--- config.mk ---
export PLATFORM = sky130hd
export DESIGN_NAME = frame_buffer_reader
export DESIGN_NICKNAME = d
export VERILOG_FILES = /design/src/rtl/frame_buffer_reader_pkg.sv /design/src/rtl/frame_buffer_reader_raster.sv /design/src/rtl/frame_buffer_reader.sv
export SDC_FILE = /design/constraint.sdc
export NUM_CORES = 1
export LEC_CHECK = 0
export CORE_MARGIN = 2
export CORE_UTILIZATION = 50
export CTS_CLUSTER_DIAMETER = 30
export CTS_CLUSTER_SIZE = 40
export DETAILED_ROUTE_END_ITERATION = 7
export HOLD_SLACK_MARGIN = 0.02
export PLACE_DENSITY = 0.81
export SYNTH_ARGS = -nofsm -noshare
export SYNTH_HDL_FRONTEND = slang
export SYNTH_HIERARCHICAL = 1
export SYNTH_SLANG_ARGS = --single-unit
export TNS_END_PERCENT = 5
--- constraint.sdc ---
create_clock -name clk -period 5.22 [get_ports clk]
set_clock_uncertainty 0.1 [all_clocks]
set_input_delay 1.044 -clock clk [delete_from_list [all_inputs] [get_ports clk]]
set_output_delay 1.044 -clock clk [all_outputs]
set_load 0.1 [all_outputs]
--- src/rtl/frame_buffer_reader_pkg.sv ---
// Shared types and raster helpers for the 1bpp frame buffer scan-out path.
package frame_buffer_reader_pkg;

    typedef enum logic [1:0] {IDLE, PRIME, SCAN} state_t;

    localparam int DEF_H_ACTIVE   = 800;
    localparam int DEF_H_BLANK    = 160;
    localparam int DEF_V_ACTIVE   = 480;
    localparam int DEF_V_BLANK    = 45;
    localparam int DEF_RD_LATENCY = 1;

    function automatic int h_total(input int h_active, input int h_blank);
        return h_active + h_blank;
    endfunction

    function automatic int v_total(input int v_active, input int v_blank);
        return v_active + v_blank;
    endfunction

    // 16 pixels per RAM word
    function automatic int wpl(input int h_active);
        return h_active / 16;
    endfunction

endpackage

--- src/rtl/frame_buffer_reader_raster.sv ---
// Free-running h/v raster counter with wrap and active-region flags.
module raster_counter
    import frame_buffer_reader_pkg::*;
#(
    parameter int H_ACTIVE = DEF_H_ACTIVE,
    parameter int H_BLANK  = DEF_H_BLANK,
    parameter int V_ACTIVE = DEF_V_ACTIVE,
    parameter int V_BLANK  = DEF_V_BLANK,
    parameter int H_START  = 0,
    parameter int V_START  = 0,
    parameter int HW       = $clog2(h_total(H_ACTIVE, H_BLANK)),
    parameter int VW       = $clog2(v_total(V_ACTIVE, V_BLANK))
) (
    input  logic          clk,
    input  logic          reset,
    input  logic          run,
    output logic [HW-1:0] h,
    output logic [VW-1:0] v,
    output logic          h_act,
    output logic          v_act,
    output logic          frame_end
);
    localparam logic [HW-1:0] H_LAST = HW'(h_total(H_ACTIVE, H_BLANK) - 1);
    localparam logic [VW-1:0] V_LAST = VW'(v_total(V_ACTIVE, V_BLANK) - 1);
    localparam logic [HW-1:0] H_ACT  = HW'(H_ACTIVE);
    localparam logic [VW-1:0] V_ACT  = VW'(V_ACTIVE);
    localparam logic [HW-1:0] H_INIT = HW'(H_START);
    localparam logic [VW-1:0] V_INIT = VW'(V_START);

    // Stopped counters park at the start position so a restart is deterministic.
    always_ff @(posedge clk or negedge reset) begin
        if (!reset) begin
            h <= H_INIT;
            v <= V_INIT;
        end else if (!run) begin
            h <= H_INIT;
            v <= V_INIT;
        end else if (h == H_LAST) begin
            h <= '0;
            v <= (v == V_LAST) ? '0 : v + 1'b1;
        end else begin
            h <= h + 1'b1;
        end
    end

    assign h_act     = (h < H_ACT);
    assign v_act     = (v < V_ACT);
    assign frame_end = (h == H_LAST) && (v == V_LAST);

endmodule

--- src/rtl/frame_buffer_reader.sv ---
// Frame buffer scan-out: waits for the writer, fetches 16-pixel words and
// serializes them MSB-first with blanking and frame/line markers.
module frame_buffer_reader
    import frame_buffer_reader_pkg::*;
#(
    parameter int H_ACTIVE   = DEF_H_ACTIVE,
    parameter int H_BLANK    = DEF_H_BLANK,
    parameter int V_ACTIVE   = DEF_V_ACTIVE,
    parameter int V_BLANK    = DEF_V_BLANK,
    parameter int RD_LATENCY = DEF_RD_LATENCY
) (
    input  logic        clk,
    input  logic        reset,
    input  logic        enable,
    input  logic        buf_busy,
    output logic [15:0] address,
    output logic        rd_en,
    input  logic [15:0] rd_data,
    output logic        pixel,
    output logic        de,
    output logic        hblank,
    output logic        vblank,
    output logic        frame_start,
    output logic        line_start
);
    localparam int H_TOTAL = h_total(H_ACTIVE, H_BLANK);
    localparam int V_TOTAL = v_total(V_ACTIVE, V_BLANK);
    localparam int WPL     = wpl(H_ACTIVE);
    localparam int HW      = $clog2(H_TOTAL);
    localparam int VW      = $clog2(V_TOTAL);

    localparam logic [HW-1:0] H_PREF     = HW'(H_TOTAL - 16);
    localparam logic [HW-1:0] H_LAST_RD  = HW'(H_ACTIVE - 16);
    localparam logic [VW-1:0] V_LAST     = VW'(V_TOTAL - 1);
    localparam logic [VW-1:0] V_ACT_LAST = VW'(V_ACTIVE - 1);
    localparam logic [15:0]   LAST_WORD  = 16'(V_ACTIVE * WPL - 1);

    state_t              state, state_nxt;
    logic [HW-1:0]       h;
    logic [VW-1:0]       v;
    logic                h_act, v_act, frame_end;
    logic                go, cont, last_line, scan, act, issue;
    logic [RD_LATENCY:0] vld_pipe;
    logic [15:0]         hold, shifter;

    assign go        = enable & ~buf_busy;
    assign last_line = (v == V_LAST);
    assign scan      = (state == SCAN);
    assign act       = scan & h_act & v_act;

    raster_counter #(
        .H_ACTIVE (H_ACTIVE),
        .H_BLANK  (H_BLANK),
        .V_ACTIVE (V_ACTIVE),
        .V_BLANK  (V_BLANK),
        .H_START  (H_TOTAL - 17),
        .V_START  (V_TOTAL - 1)
    ) u_raster (
        .clk       (clk),
        .reset     (reset),
        .run       (state != IDLE),
        .h         (h),
        .v         (v),
        .h_act     (h_act),
        .v_act     (v_act),
        .frame_end (frame_end)
    );

    always_ff @(posedge clk or negedge reset) begin
        if (!reset) state <= IDLE;
        else        state <= state_nxt;
    end

    always_comb begin
        state_nxt = state;
        case (state)
            IDLE:    if (go) state_nxt = PRIME;
            PRIME:   if (frame_end) state_nxt = SCAN;
            SCAN:    if (frame_end && !cont) state_nxt = IDLE;
            default: state_nxt = IDLE;
        endcase
    end

    // In-line reads fetch the following word; the blank-time read prefetches
    // word 0 of the next active line, gated by go on the last frame line.
    always_comb begin
        issue = 1'b0;
        if (scan && v_act && (h < H_LAST_RD) && (h[3:0] == 4'd0))
            issue = 1'b1;
        if ((h == H_PREF) && (last_line || (v < V_ACT_LAST)) &&
            ((state == PRIME) || (scan && (!last_line || go))))
            issue = 1'b1;
    end

    // Continue/stop decision is frozen with the prefetch so the two never disagree.
    always_ff @(posedge clk or negedge reset) begin
        if (!reset)
            cont <= 1'b0;
        else if (scan && last_line && (h == H_PREF))
            cont <= go;
    end

    always_ff @(posedge clk or negedge reset) begin
        if (!reset) begin
            de          <= 1'b0;
            hblank      <= 1'b0;
            vblank      <= 1'b0;
            frame_start <= 1'b0;
            line_start  <= 1'b0;
            address     <= '0;
        end else begin
            de          <= act;
            hblank      <= scan & ~h_act;
            vblank      <= scan & ~v_act;
            frame_start <= scan && (h == '0) && (v == '0);
            line_start  <= scan && (h == '0) && v_act;
            if (state == IDLE)
                address <= '0;
            else if (rd_en)
                address <= (address == LAST_WORD) ? '0 : address + 16'd1;
        end
    end

    // vld_pipe[0] is the read strobe itself; the tap RD_LATENCY later marks valid data.
    always_ff @(posedge clk or negedge reset) begin
        if (!reset) vld_pipe <= '0;
        else        vld_pipe <= {vld_pipe[RD_LATENCY-1:0], issue};
    end
    assign rd_en = vld_pipe[0];

    always_ff @(posedge clk or negedge reset) begin
        if (!reset) begin
            hold    <= '0;
            shifter <= '0;
        end else begin
            if (vld_pipe[RD_LATENCY])
                hold <= rd_data;
            if (act && (h[3:0] == 4'd0))
                shifter <= hold;
            else if (act)
                shifter <= {shifter[14:0], 1'b0};
            else
                shifter <= '0;
        end
    end
    assign pixel = shifter[15];

endmodule

# [Yosys cells after proc, flatten, opt, wreduce, memory -nomap -nowiden]
# Index checks and enable logic that the tools add are counted.
# W data, S select, Z words.
[classes] addsub=3 multipliers=0 div_mod_pow=0 n_lt_le_gt_ge=4 n_eq_ne=10 shift=0 mux=16 bitwise=8 n_reduce_logical=26
[op_table] op="$mux W16" count=5
[op_table] op="$mux W10" count=5
[op_table] op="$eq A10 B10 Y1 const B" count=3
[op_table] op="$add A10 B1 Y10 const B" count=2
[op_table] op="$logic_not A10 Y1" count=2
[op_table] op="$lt A10 B10 Y1 const B" count=2
[op_table] op="$lt A10 B9 Y1 const B" count=2
[op_table] op="$add A16 B1 Y16 const B" count=1
[op_table] op="$eq A16 B15 Y1 const B" count=1
[op_table] op="$logic_and A1 B1 Y1" count=14
[op_table] op="$mux W2" count=3
[op_table] op="$ne A2 B2 Y1 const B" count=3
[op_table] op="$pmux W2 S3" count=1
[op_table] op="$and A1 B1 Y1" count=5
[op_table] op="$logic_not A4 Y1" count=1
[op_table] op="$reduce_bool A2 Y1" count=2
[op_table] op="$logic_or A1 B1 Y1" count=3
[op_table] op="$not A1 Y1" count=3
[op_table] op="$reduce_and A3 Y1" count=1
[op_table] op="$eq A2 B1 Y1 const B" count=1
[op_table] op="$eq A2 B2 Y1 const B" count=1
[op_table] op="$logic_not A1 Y1" count=2
[op_table] op="$logic_not A2 Y1" count=1
[op_table] op="$mux W1" count=2
[op_table] op="$ne A2 B1 Y1 const B" count=1
[totals] register_bits=78 latch_bits=0 ram_bits=0 romBits=0 in_bits=20 output_inout_bits=23 word_cells=80 mem_count=0

# [Longest topological paths before layout]
# Gate-level depths: netlist of run 1.
[logic_depth] word_depth=7 mapped_depth=8 mapped_depth_nobuf=7

# [By module]
# The synthesis of run 1 kept the hierarchy.
[modules_own_cells] mod="frame_buffer_reader" instances=1 cells_per_inst=248 area_each_um2=2562.5 seq_area_each_um2=1451.4
[modules_own_cells] mod="raster_counter" instances=1 cells_per_inst=113 area_each_um2=1099.8 seq_area_each_um2=514.2

# [Least setup slack after synthesis of run 1]
# Ideal clock, no wire load.
[synth_path] path_type="reg-to-reg" start="register address[1]" end="register address[0]" setup_time_ps=125 arrival_time_ps=2283 t_required_ps=4995 slack_ps=2711 path_stages_with_launch=7 path_buffers=1 period_less_slack_ps=2509 path_cell_list="dfrtp_1 > ha_1 > nand3_1 > nor4_4 > nor3b_2 > buf_6 > mux2_2"
[synth_between] elab_chain_len=4
[synth_lines] item="start, declared" line_no="frame_buffer_reader.sv:16" text="output logic [15:0] address,"
[synth_lines] item="start signal, assigned" line_no="frame_buffer_reader.sv:120" text="address <= (address == LAST_WORD) ? '0 : address + 16'd1;"
[synth_lines] item="$eq A16 B15 Y1" line_no="frame_buffer_reader.sv:120"
[synth_lines] item="$mux W16" line_no="frame_buffer_reader.sv:120"
[synth_lines] item="$mux W16" line_no="frame_buffer_reader.sv:119" text="else if (rd_en)"
[synth_lines] item="$mux W16" line_no="frame_buffer_reader.sv:117" text="if (state == IDLE)"
# Every way passes these cells. The select of a mux whose other input is x is not followed.
# A chain may end at the register's enable or synchronous reset.

# [Worst setup path in the final report of run 1]
[layout_path] start="register vld_pipe[0]" end="output port rd_en"
[layout_lines] item="start, declared" line_no="frame_buffer_reader.sv:43" text="logic [RD_LATENCY:0] vld_pipe;"
[layout_lines] item="start signal, assigned" line_no="frame_buffer_reader.sv:127" text="else vld_pipe <= {vld_pipe[RD_LATENCY-1:0], issue};"
[layout_lines] item="end, declared" line_no="frame_buffer_reader.sv:17" text="output logic rd_en,"
# No word-level cell between the ends.

==> results of run 1 <==
## state kept, by name, summed over array words and instances, names as in the netlist
register     flops
u_raster/v      10
vld_pipe         2
state            2
frame_start      1
hblank           1
hold            16
u_raster/h      10
vblank           1
address         16
de               1
shifter         16
line_start       1
cont             1
## how the worst max path moves through the flow
stage                  to  slack (ns)
3_3_place_gp        rd_en        2.45
4_1_cts             rd_en        2.04
5_1_grt             rd_en        1.98
2_1_floorplan  address[0]        2.71
3_5_place_dp        rd_en        2.43
6_report            rd_en        2.02
## cell families after synthesis
family	count (synthesis)	share of synthesized area, %
mux	19	5.774
simple gates	159	22.45
fa+ha+maj	4	1.367
flops	78	53.67
compound gates	67	11.38
buf+inv	22	2.494
xor+xnor	12	2.870
## through the flow
step	util [%]	setup slack (ns)	cell area, sq um	power [W]
after global routing	61.39	1.982	4405	0.001242
final	61.39	2.023	4405	0.001202
after global placement	57.94	2.454	4158	0.0006577
after CTS	61.39	2.040	4405	0.001208
after floorplan	-	2.711	3662	0.0006312
after detailed placement	57.94	2.425	4158	0.0006588
## metal layers
| layer | track usage [%] | share of wire (%) | vias to the layer above | wire length (um) |
|---|---|---|---|---|
| li1 | - | - | 1381 | - |
| met3 | 4.662 | 5.6 | 6 | 427 |
| met4 | 8.005 | 0.57 | 0 | 44 |
| met2 | 34.16 | 50 | 87 | 3850 |
| met1 | 26.39 | 44 | 1430 | 3351 |
| met5 | 0 | 0 | - | 0 |
## report_power, final
| part | internal (W) | total, W | switching (W) |
|---|---|---|---|
| clock | 0.000332 | 0.000556 | 0.000224 |
| combinational | 0.0000169 | 0.0000322 | 0.0000153 |
| sequential | 0.000611 | 0.000614 | 0.00000331 |
## cell usage in the layout, fill, tap and decap left out, types with 4 or more instances in the layout
cell type        Yosys  layout
nor2_1              26      26
a21oi_1             20      20
inv_1               10      10
clkdlybuf4s50_1      0      41
a21boi_0             4       4
clkbuf_8             0      10
a21boi_1             4       4
xor2_1               7       7
nand2_1             59      59
dfrtp_1             67      67
xnor2_1              5       5
or4_1                8       8
nand4_1              9       9
nor3_1               6       6
and3_1               5       5
nor4_1               4       4
dfstp_2             11      11
ha_1                 4       4
nand2b_1             4       4
o21ai_0             14      14
nand3_1             19      19
o211ai_1             4       4
a31oi_1              9       9
mux2_2              17      17
## layout make-up
type	instances	share of cell area, %
Sequential cell	78	44.62
Clock buffer	11	3.209
Multi-Input combinational cell	261	36.44
Inverter	10	0.8520
Clock inverter	5	2.414
Tap cell	99	2.812
Timing Repair Buffer	43	9.656
==> metrics.yaml, run 1 <==
place:
  hpwl_mm: 5.007
  place_inst: 491
  place_congestion: 0.8900
  port_buffers: 42
timing:
  setup_violations: 0
  fin_crit_sh_pct: 61.24
  fin_crit_ns: 3.197
  drv_slew: 0
  finalHoldWorstSlack_ns: 0.3981
  rsz0062_at_grt: "false"
  clock.fmax_mhz: 312.8
  tightest_slew_ns: 1.012
  hold_violations: 0
  setup_tns_ns: 0
  max_slew_margin_pct: 32.29
worst_hold_path:
  min_path_cells: 2
  hold_class: "reg -> reg"
  holdPathEnd: "shifter[4]"
  min_from: "shifter[3]"
critical_path:
  path_buf_inv: 1
  reg2reg_to: "u_raster/v[7]"
  slowest_stage: "clkdlybuf4s50_1"
  r2r_start: "u_raster/h[0]"
  crit_path_cell_trace: "clkdlybuf4s50_1"
  worst_path_dominant_cell_family: "buffers and inverters"
  arrival_ns: 2.05
  cp_num_cells: 1
  r2r_cells: 5
  rrSetupSlack_ns: 2.66
  path_max_fanout: 8
  start_kind: "flip-flop"
  path_class: "reg -> out"
  end_kind: "primary output"
  startpoint: "vld_pipe[0]"
  slowest_delay_ns: 1.22
  worstPathRequired_ns: 4.08
clocking:
  cts.htree.levels: 3
  post_cts_resized: 0
  clk_pin_slew_worst_paths_ns: 0.08
  numCtsBuffers: 9
  cts_tree: "done"
  post_cts_buffers: 0
  cts_sinks: 78
  clockBufferDepth: 2
  hold_buffers: 0
  worstSkewPairLatency_ns: 0.35
  clock-root-buffer: "clkbuf_8"
detailed_routing:
  ant_nets: 0
  wl_per_cell_um: 15.13
  vias_per_cell: 5.728
  wl_mm: 7.673
  firstDrtPassIters: 5
  vias: 2904
  drc: 0
  drt_iter0_markers: 169
job:
  cap_violations: 0
synthesis:
  synth_top_area_share_pct: 45.78
  yosysTopAreaCell: "dfrtp_1"
  synth_edf_count: 0
  ys_top_cells_by_area: "dfrtp_1 46%, dfstp_2 7.9%, nand2_1 6.0%"
  syn-instance-count: 361
  synth_seq_cells: 78
  yosysMostFrequentCell: "dfrtp_1"
  synth_area_sq_um: 3662
  async_reset_ff_share_pct: 100.0
  syn-num-nets: 385
  synth_ff_type: "dfrtp_1"
  ys_types: 47
  yosys-top-cells-count: "67 x dfrtp_1, 59 x nand2_1, 26 x nor2_1"
  yosys_warnings: 6
  avgSynthCellArea_sq_um: 10.14
  yosysSeqAreaShare_pct: 53.67
die:
  die_h_um: 89.59
  io_pins: 43
  rows: 31
  die-area_sq_um: 8025
  fp.coreArea_sq_um: 7176
  die_w_um: 89.59
  start_util_pct: 51.04
cells_and_area:
  stdcell_count: 507
  syn_to_final_growth_pct: 20.29
  fill_cells: 592
  drive_gt1_share_pct: 12.50
  multiInputGateArea_sq_um: 1605
  n_antenna_cell: 0
  final_nets: 427
  ff_latch_area_sq_um: 1966
global_routing:
  grt_pass1_vias: 2792
  grt_usage_pct: 20.61
  gr-total-overflow: 0
  grt_pass1_wl_mm: 12.81
  antenna_found_initial: 0
  grt_start_max_net_pins: 79
pwr:
  p_per_area_nw_per_um2: 272.8
  ir_worst_vdd_mv: 0.1675
  p_leak_nw: 1.806
status:
  outcome: "finished clean"
(Power assumes the default switching activity.)
==> run 2, diff against run 1 <==
clock period = 3.05 ns   (was 5.22 ns; I/O delays follow)
==> metrics.yaml, run 2 (synthesized netlist as in run 1, its figures left out) <==
status:
  outcome: "finished clean"
timing:
  finalHoldWorstSlack_ns: 0.2880
  fin_crit_sh_pct: 82.04
  rsz0062_at_grt: "false"
  tightest_slew_ns: 0.9305
  setup_tns_ns: 0
  clock.fmax_mhz: 399.6
  drv_slew: 0
  fin_crit_ns: 2.502
  setup_violations: 0
  max_slew_margin_pct: 37.97
  hold_violations: 0
job:
  cap_violations: 0
cells_and_area:
  final_common_cell: "dfrtp_1"
  drive_gt1_share_pct: 18.38
  fill_cells: 598
  syn_to_final_growth_pct: 16.91
  mostFrequentLayoutCells: "67 x dfrtp_1, 59 x nand2_1, 26 x nor2_1, 25 x buf_4, 20 x a21oi_1"
  top_regs: "address x16, hold x16, shifter x16"
  final_nets: 427
  n_antenna_cell: 0
global_routing:
  grt_pass1_vias: 2707
  grt_usage_pct: 19.43
  grt_pass1_wl_mm: 12.09
  gr-total-overflow: 0
  antenna_found_initial: 0
  grt_start_max_net_pins: 79
critical_path:
  path_max_fanout: 19
  path_buf_inv: 0
  start_kind: "flip-flop"
  path_class: "reg -> reg"
  r2r_cells: 5
  crit_path_cell_trace: "ha_1 > nand4_2 > or3_1 > or4_1 > a21boi_1"
  worst_path_dominant_cell_family: "simple AND/OR/NAND/NOR gates"
  reg2reg_to: "u_raster/v[4]"
  slowest_stage: "or3_1"
  r2r_start: "u_raster/h[0]"
  rrSetupSlack_ns: 0.55
  startpoint: "u_raster/h[0]"
  endpoint: "u_raster/v[4]"
  arrival_ns: 2.68
  slowest_delay_ns: 0.63
  cp_num_cells: 5
  worstPathRequired_ns: 3.23
  end_kind: "flip-flop"
clocking:
  hold_buffers: 0
  numCtsBuffers: 9
  clockBufferDepth: 2
  post_cts_resized: 0
  post_cts_buffers: 0
  clk_pin_slew_worst_paths_ns: 0.09
  cts_tree: "done"
  worstSkewPairLatency_ns: 0.35
  cts.htree.levels: 3
  clock-root-buffer: "clkbuf_8"
  cts_sinks: 78
die:
  io_pins: 43
  die_h_um: 89.59
  die_w_um: 89.59
  rows: 31
  die-area_sq_um: 8025
  start_util_pct: 51.04
  fp.coreArea_sq_um: 7176
detailed_routing:
  vias_per_cell: 5.726
  vias: 2903
  wl_mm: 7.214
  drt_iter0_markers: 165
  ant_nets: 0
  firstDrtPassIters: 4
  drc: 0
  wl_per_cell_um: 14.23
place:
  port_buffers: 42
  hpwl_mm: 4.842
  place_congestion: 0.8422
worst_hold_path:
  hold_class: "in -> async"
pwr:
  ir_worst_vdd_mv: 0.2088
  p_per_area_nw_per_um2: 425.4
  p_leak_nw: 1.820
==> run 2: how the worst min path moves through the flow <==
stage / startpoint / endpoint / depth (start not counted)
after floorplan: reset / address[0] / 0
after global placement: shifter[6] / shifter[7] / 2
after detailed placement: shifter[14] / shifter[15] / 2
after CTS: reset / address[3] / 1
after global routing: reset / hold[3] / 1
final: reset / u_raster/v[6] / 1
==> run 2: metrics by stage <==
step	total power (W)	area, sq um	util (%)	instances	setup WS (ns)
after detailed placement	0.001128	4100	57.14	491	0.5640
after global routing	0.001895	4282	59.67	507	0.4165
after CTS	0.001842	4282	59.67	507	0.5559
after global placement	0.001126	4100	57.14	491	0.6454
after floorplan	0.001080	3662	-	361	0.5414
final	0.001821	4282	59.67	507	0.5476
==> run 2: worst reg2reg max path: cells and delay by family (launching register included) <==
kind                     cells  cell delay [ns]
AND/OR/NAND/NOR              3             1.37
flip-flops                   1             0.58
adder cells (fa/ha/maj)      1             0.24
AO/OA/AOI/OAI                1             0.15
==> run 2: power by group <==
group / total [W] / internal (W) / switching (W)
clock: 0.000716 / 0.000306 / 0.000409
combinational: 0.0000545 / 0.0000290 / 0.0000255
sequential: 0.00105 / 0.00105 / 0.00000573
total: 0.00182 / 0.00138 / 0.000441
==> run 2: layout make-up <==
type / count / area (sq um) / share of cell area (%)
Clock buffer: 9 / 123.9 / 2.893
Clock inverter: 7 / 57.56 / 1.344
Inverter: 10 / 37.54 / 0.8767
Multi-Input combinational cell: 261 / 1605 / 37.49
Sequential cell: 78 / 1966 / 45.91
Tap cell: 99 / 123.9 / 2.893
Timing Repair Buffer: 43 / 367.9 / 8.591
==> run 2: routing by layer <==
| layer | GRT usage, % | share of wire, % | vias to the layer above |
|---|---|---|---|
| li1 | - | - | 1378 |
| met3 | 4.570 | 5.4 | 7 |
| met2 | 32.15 | 50 | 80 |
| met4 | 7.191 | 1.2 | 0 |
| met1 | 24.96 | 43 | 1438 |
| met5 | 0 | 0 | - |
==> patch 1: new RTL, settings of run 2 <==
Reset style: synchronous (`reset`), changed in 6 clocked blocks.
--- a/src/rtl/frame_buffer_reader_raster.sv
+++ b/src/rtl/frame_buffer_reader_raster.sv
@@ -30,3 +30,3 @@
     // Stopped counters park at the start position so a restart is deterministic.
-    always_ff @(posedge clk or negedge reset) begin
+    always_ff @(posedge clk) begin
         if (!reset) begin
--- a/src/rtl/frame_buffer_reader.sv
+++ b/src/rtl/frame_buffer_reader.sv
@@ -68,3 +68,3 @@
 
-    always_ff @(posedge clk or negedge reset) begin
+    always_ff @(posedge clk) begin
         if (!reset) state <= IDLE;
@@ -95,3 +95,3 @@
     // Continue/stop decision is frozen with the prefetch so the two never disagree.
-    always_ff @(posedge clk or negedge reset) begin
+    always_ff @(posedge clk) begin
         if (!reset)
@@ -102,3 +102,3 @@
 
-    always_ff @(posedge clk or negedge reset) begin
+    always_ff @(posedge clk) begin
         if (!reset) begin
@@ -124,3 +124,3 @@
     // vld_pipe[0] is the read strobe itself; the tap RD_LATENCY later marks valid data.
-    always_ff @(posedge clk or negedge reset) begin
+    always_ff @(posedge clk) begin
         if (!reset) vld_pipe <= '0;
@@ -130,3 +130,3 @@
 
-    always_ff @(posedge clk or negedge reset) begin
+    always_ff @(posedge clk) begin
         if (!reset) begin
Formal check against the unedited RTL: differs if reset is asserted again (counterexample within 4 cycles, from zero or initial values and one cycle with reset low); with reset held inactive, the same outputs for 10 cycles.
==> patch 1 against run 2 <==
Setup slack improved by 0.23 ns; final area fell by 7.8%; routed wire length fell by 6.3%; clock power rose by 21%; combinational power rose by 54%; worst hold slack improved by 0.046 ns; fmax rose by 9.9%; power rose by 9.1%; synthesized area fell by 10%; sequential cell count did not move.
==> patch 1: results <==
export IMPL_outcome="finished clean"
export IMPL_grt_pass1_wl_mm=11.23
export IMPL_dp_cells=485
export IMPL_seq_area_frac_synth=0.4740
export IMPL_drtIter0Drc=79
export IMPL_muxShareOfSynthArea=0.05165
export IMPL_holdCritStartpoint="hold[0]"
export IMPL_synth_async_reset_ratio=0
export IMPL_placed_area_um2=3721
export IMPL_path_clk_slew_ns=0.08
export IMPL_syn_nets=400
export IMPL_whs_ns=0.3338
export IMPL_worst_pin_slew_ns=0.9158
export IMPL_synthTopCellsByCount="dfxtp_1 (78), nor2_1 (49), nand2_1 (48), a21oi_1 (24), nand3_1 (22)"
export IMPL_place_congestion=0.8719
export IMPL_power_leakage_nw=1.314
export IMPL_hold_class="reg2reg"
export IMPL_path_max_fanout=17
export IMPL_max_stage_delay_ns=0.68
export IMPL_antenna_found_initial=0
export IMPL_wl_met2_mm=3.244
export IMPL_drive_above_1_share=0.1203
export IMPL_met1_usage=0.2320
export IMPL_power_frac_seq=0.521
export IMPL_synth_adder_area_share=0.01519
export IMPL_synth_xor_area_frac=0.06646
export IMPL_switchingPower_uw=451.4
export IMPL_track_usage=0.1928
export IMPL_peakVddDrop_v=0.0003205
export IMPL_wl_met3_um=303
export IMPL_grt_max_degree=21
export IMPL_r2r_end="cont"
export IMPL_r2r_start="u_raster/h[1]"
export IMPL_cp_arrival_ns=2.46
export IMPL_grtUsageMet2=0.3295
export IMPL_dp_hpwl_mm=4.680
export IMPL_synth_compound_area_frac=0.08849
export IMPL_wl_met1_mm=3.089
export IMPL_comb_power_uw=83.9
export IMPL_post_drt_wl_per_cell_um=13.49
export IMPL_r2r_slack_ns=0.77
export IMPL_via_per_inst=5.541
export IMPL_synth_top_cells_by_area="dfxtp_1 (47%), nor2_1 (5.6%), nand2_1 (5.5%)"
export IMPL_synth_avg_cell_area_um2=8.762
export IMPL_nets=443
export IMPL_use_met3=0.04280
-- patch 1: area by class of cell --
class,count,area (um^2)
fill,549,2402
multi-input combinational,277,1652
sequential,78,1562
timing repair buffer,44,377.9
clock buffer,9,123.9
clock inverter,7,102.6
tap,77,96.34
inverter,9,33.78
-- patch 1: stage by stage --
| step | setup slack, ns | total power [mW] | util |
|---|---|---|---|
| global placement | 0.7537 | 1.141 | 0.5860 |
| finish | 0.7739 | 1.987 | 0.6217 |
| global route | 0.6875 | 2.058 | 0.6217 |
| floorplan | 0.4832 | 1.103 | - |
| detailed placement | 0.6372 | 1.142 | 0.5860 |
| CTS | 0.7775 | 1.999 | 0.6217 |
-- patch 1: worst max-delay path by stage --
stage	startpoint	endpoint	slack (ns)	cells after the start
finish	u_raster/h[1]	cont	0.77	4
global route	u_raster/h[1]	cont	0.69	4
CTS	u_raster/h[1]	cont	0.78	4
detailed placement	reset	shifter[11]	0.64	5
global placement	reset	shifter[15]	0.75	5
floorplan	address[3]	address[15]	0.48	4
==> patch 2: new RTL, flow settings as in run 2 <==
Made on the original files. Set the package constant `DEF_H_BLANK` to 80 (it was 160).
--- a/src/rtl/frame_buffer_reader_pkg.sv
+++ b/src/rtl/frame_buffer_reader_pkg.sv
@@ -6,3 +6,3 @@
     localparam int DEF_H_ACTIVE   = 800;
-    localparam int DEF_H_BLANK    = 160;
+    localparam int DEF_H_BLANK    = 80;
     localparam int DEF_V_ACTIVE   = 480;
Behaviour: same outputs for any inputs over 10 cycles, from zero or initial values and one cycle with reset low; that may be too few to reach the edited logic, so the function may still have changed.
==> patch 2 against run 2 <==
Synthesized area increased by 0.92%; via count is 1.9% higher; setup slack better by 0.027 ns; critical endpoint is now u_raster/v[8]; final area grew 1.8%; largest cell class unchanged; sequential cell count unchanged; routed wire length is 7.5% higher; highest routed layer unchanged.
Power is not compared: it rests on default switching activity, and its combinational part moved more than twofold at a synthesized area within 25%.
==> patch 2: results <==
export IMPL_synthTopCellsByCount="dfrtp_1 (67), nand2_1 (55), a21oi_1 (25), nand3_1 (24), nor2_1 (20)"
export IMPL_post_cts_buffers=0
export IMPL_outcome="finished clean"
export IMPL_drv_slew=0
export IMPL_multi_input_gates=268
export IMPL_drive_above_1_share=0.1711
export IMPL_synth_adder_area_share=0.01354
export IMPL_p_total_mw=3.111
export IMPL_power_leakage_nw=1.841
export IMPL_synth_xor_area_frac=0.03081
export IMPL_buf_share=0.08611
export IMPL_dp_cells=498
export IMPL_multi_input_area_um2=1657
export IMPL_whs_ns=0.2946
export IMPL_r2r_end="u_raster/v[8]"
export IMPL_grt_pass1_wl_mm=13.02
export IMPL_path_max_fanout=17
export IMPL_seq_area_um2=1966
export IMPL_muxShareOfSynthArea=0.05721
export IMPL_synth_avg_cell_area_um2=10.07
export IMPL_cts_root_buffer="clkbuf_8"
export IMPL_dp_hpwl_mm=5.264
export IMPL_synth_top_cells_by_area="dfrtp_1 (45%), dfstp_2 (7.8%), nand2_1 (5.6%)"
export IMPL_clock_area_frac=0.04679
export IMPL_cp_arrival_ns=2.65
export IMPL_synthCells=367
export IMPL_nonClockBufferCount=44
export IMPL_seq_area_frac_synth=0.5318
export IMPL_via_per_inst=5.755
export IMPL_first_pass_iters=5
export IMPL_nets=434
export IMPL_grt_pass1_vias=2841
export IMPL_synth_top_cell_area_share=0.4536
export IMPL_ctsHtreeMaxLevel=3
export IMPL_dpl_worst_slack_ns=0.6289
export IMPL_synth_compound_area_frac=0.1131
export IMPL_place_congestion=0.8596
export IMPL_worst_pin_slew_ns=0.9571
export IMPL_drtIter0Drc=137
export IMPL_placed_area_um2=4155
export IMPL_inv_count=9
export IMPL_track_usage=0.1991
export IMPL_synth_cell_types=53
export IMPL_r2r_slack_ns=0.57
export IMPL_nFillCells=594
export IMPL_post_drt_wl_per_cell_um=15.09
export IMPL_vias=2958
export IMPL_syn_nets=391
patch 2: changes by cell type after synthesis, moves of 6 or more:
cell / before / now
a31oi_1: 9 / 1
mux2_1: 0 / 9
nor3_1: 6 / 12
mux2_2: 17 / 8
nor2_1: 26 / 20
patch 2: per-layer routing:
metal	track usage	share of wire
met3	0.04610	0.047
met2	0.3176	0.48
met1	0.2539	0.44
met4	0.1064	0.028
met5	0	0
patch 2: worst max-delay path, stage by stage (launching register included):
cell      delay, ns
dfstp_2        0.57
ha_1           0.22
nand4b_1       0.18
or3_1          0.59
or4_1          0.58
a21oi_1        0.15
patch 2: how the worst max path moves through the flow:
stage	slack (ns)	cells after the start	end	from
finish	0.57	5	u_raster/v[8]	u_raster/h[0]
global route	0.45	5	u_raster/v[8]	u_raster/h[0]
CTS	0.60	5	u_raster/v[8]	u_raster/h[0]
detailed placement	0.63	5	u_raster/v[7]	u_raster/h[0]
global placement	0.71	5	u_raster/v[7]	u_raster/h[0]
floorplan	0.35	6	address[12]	address[0]
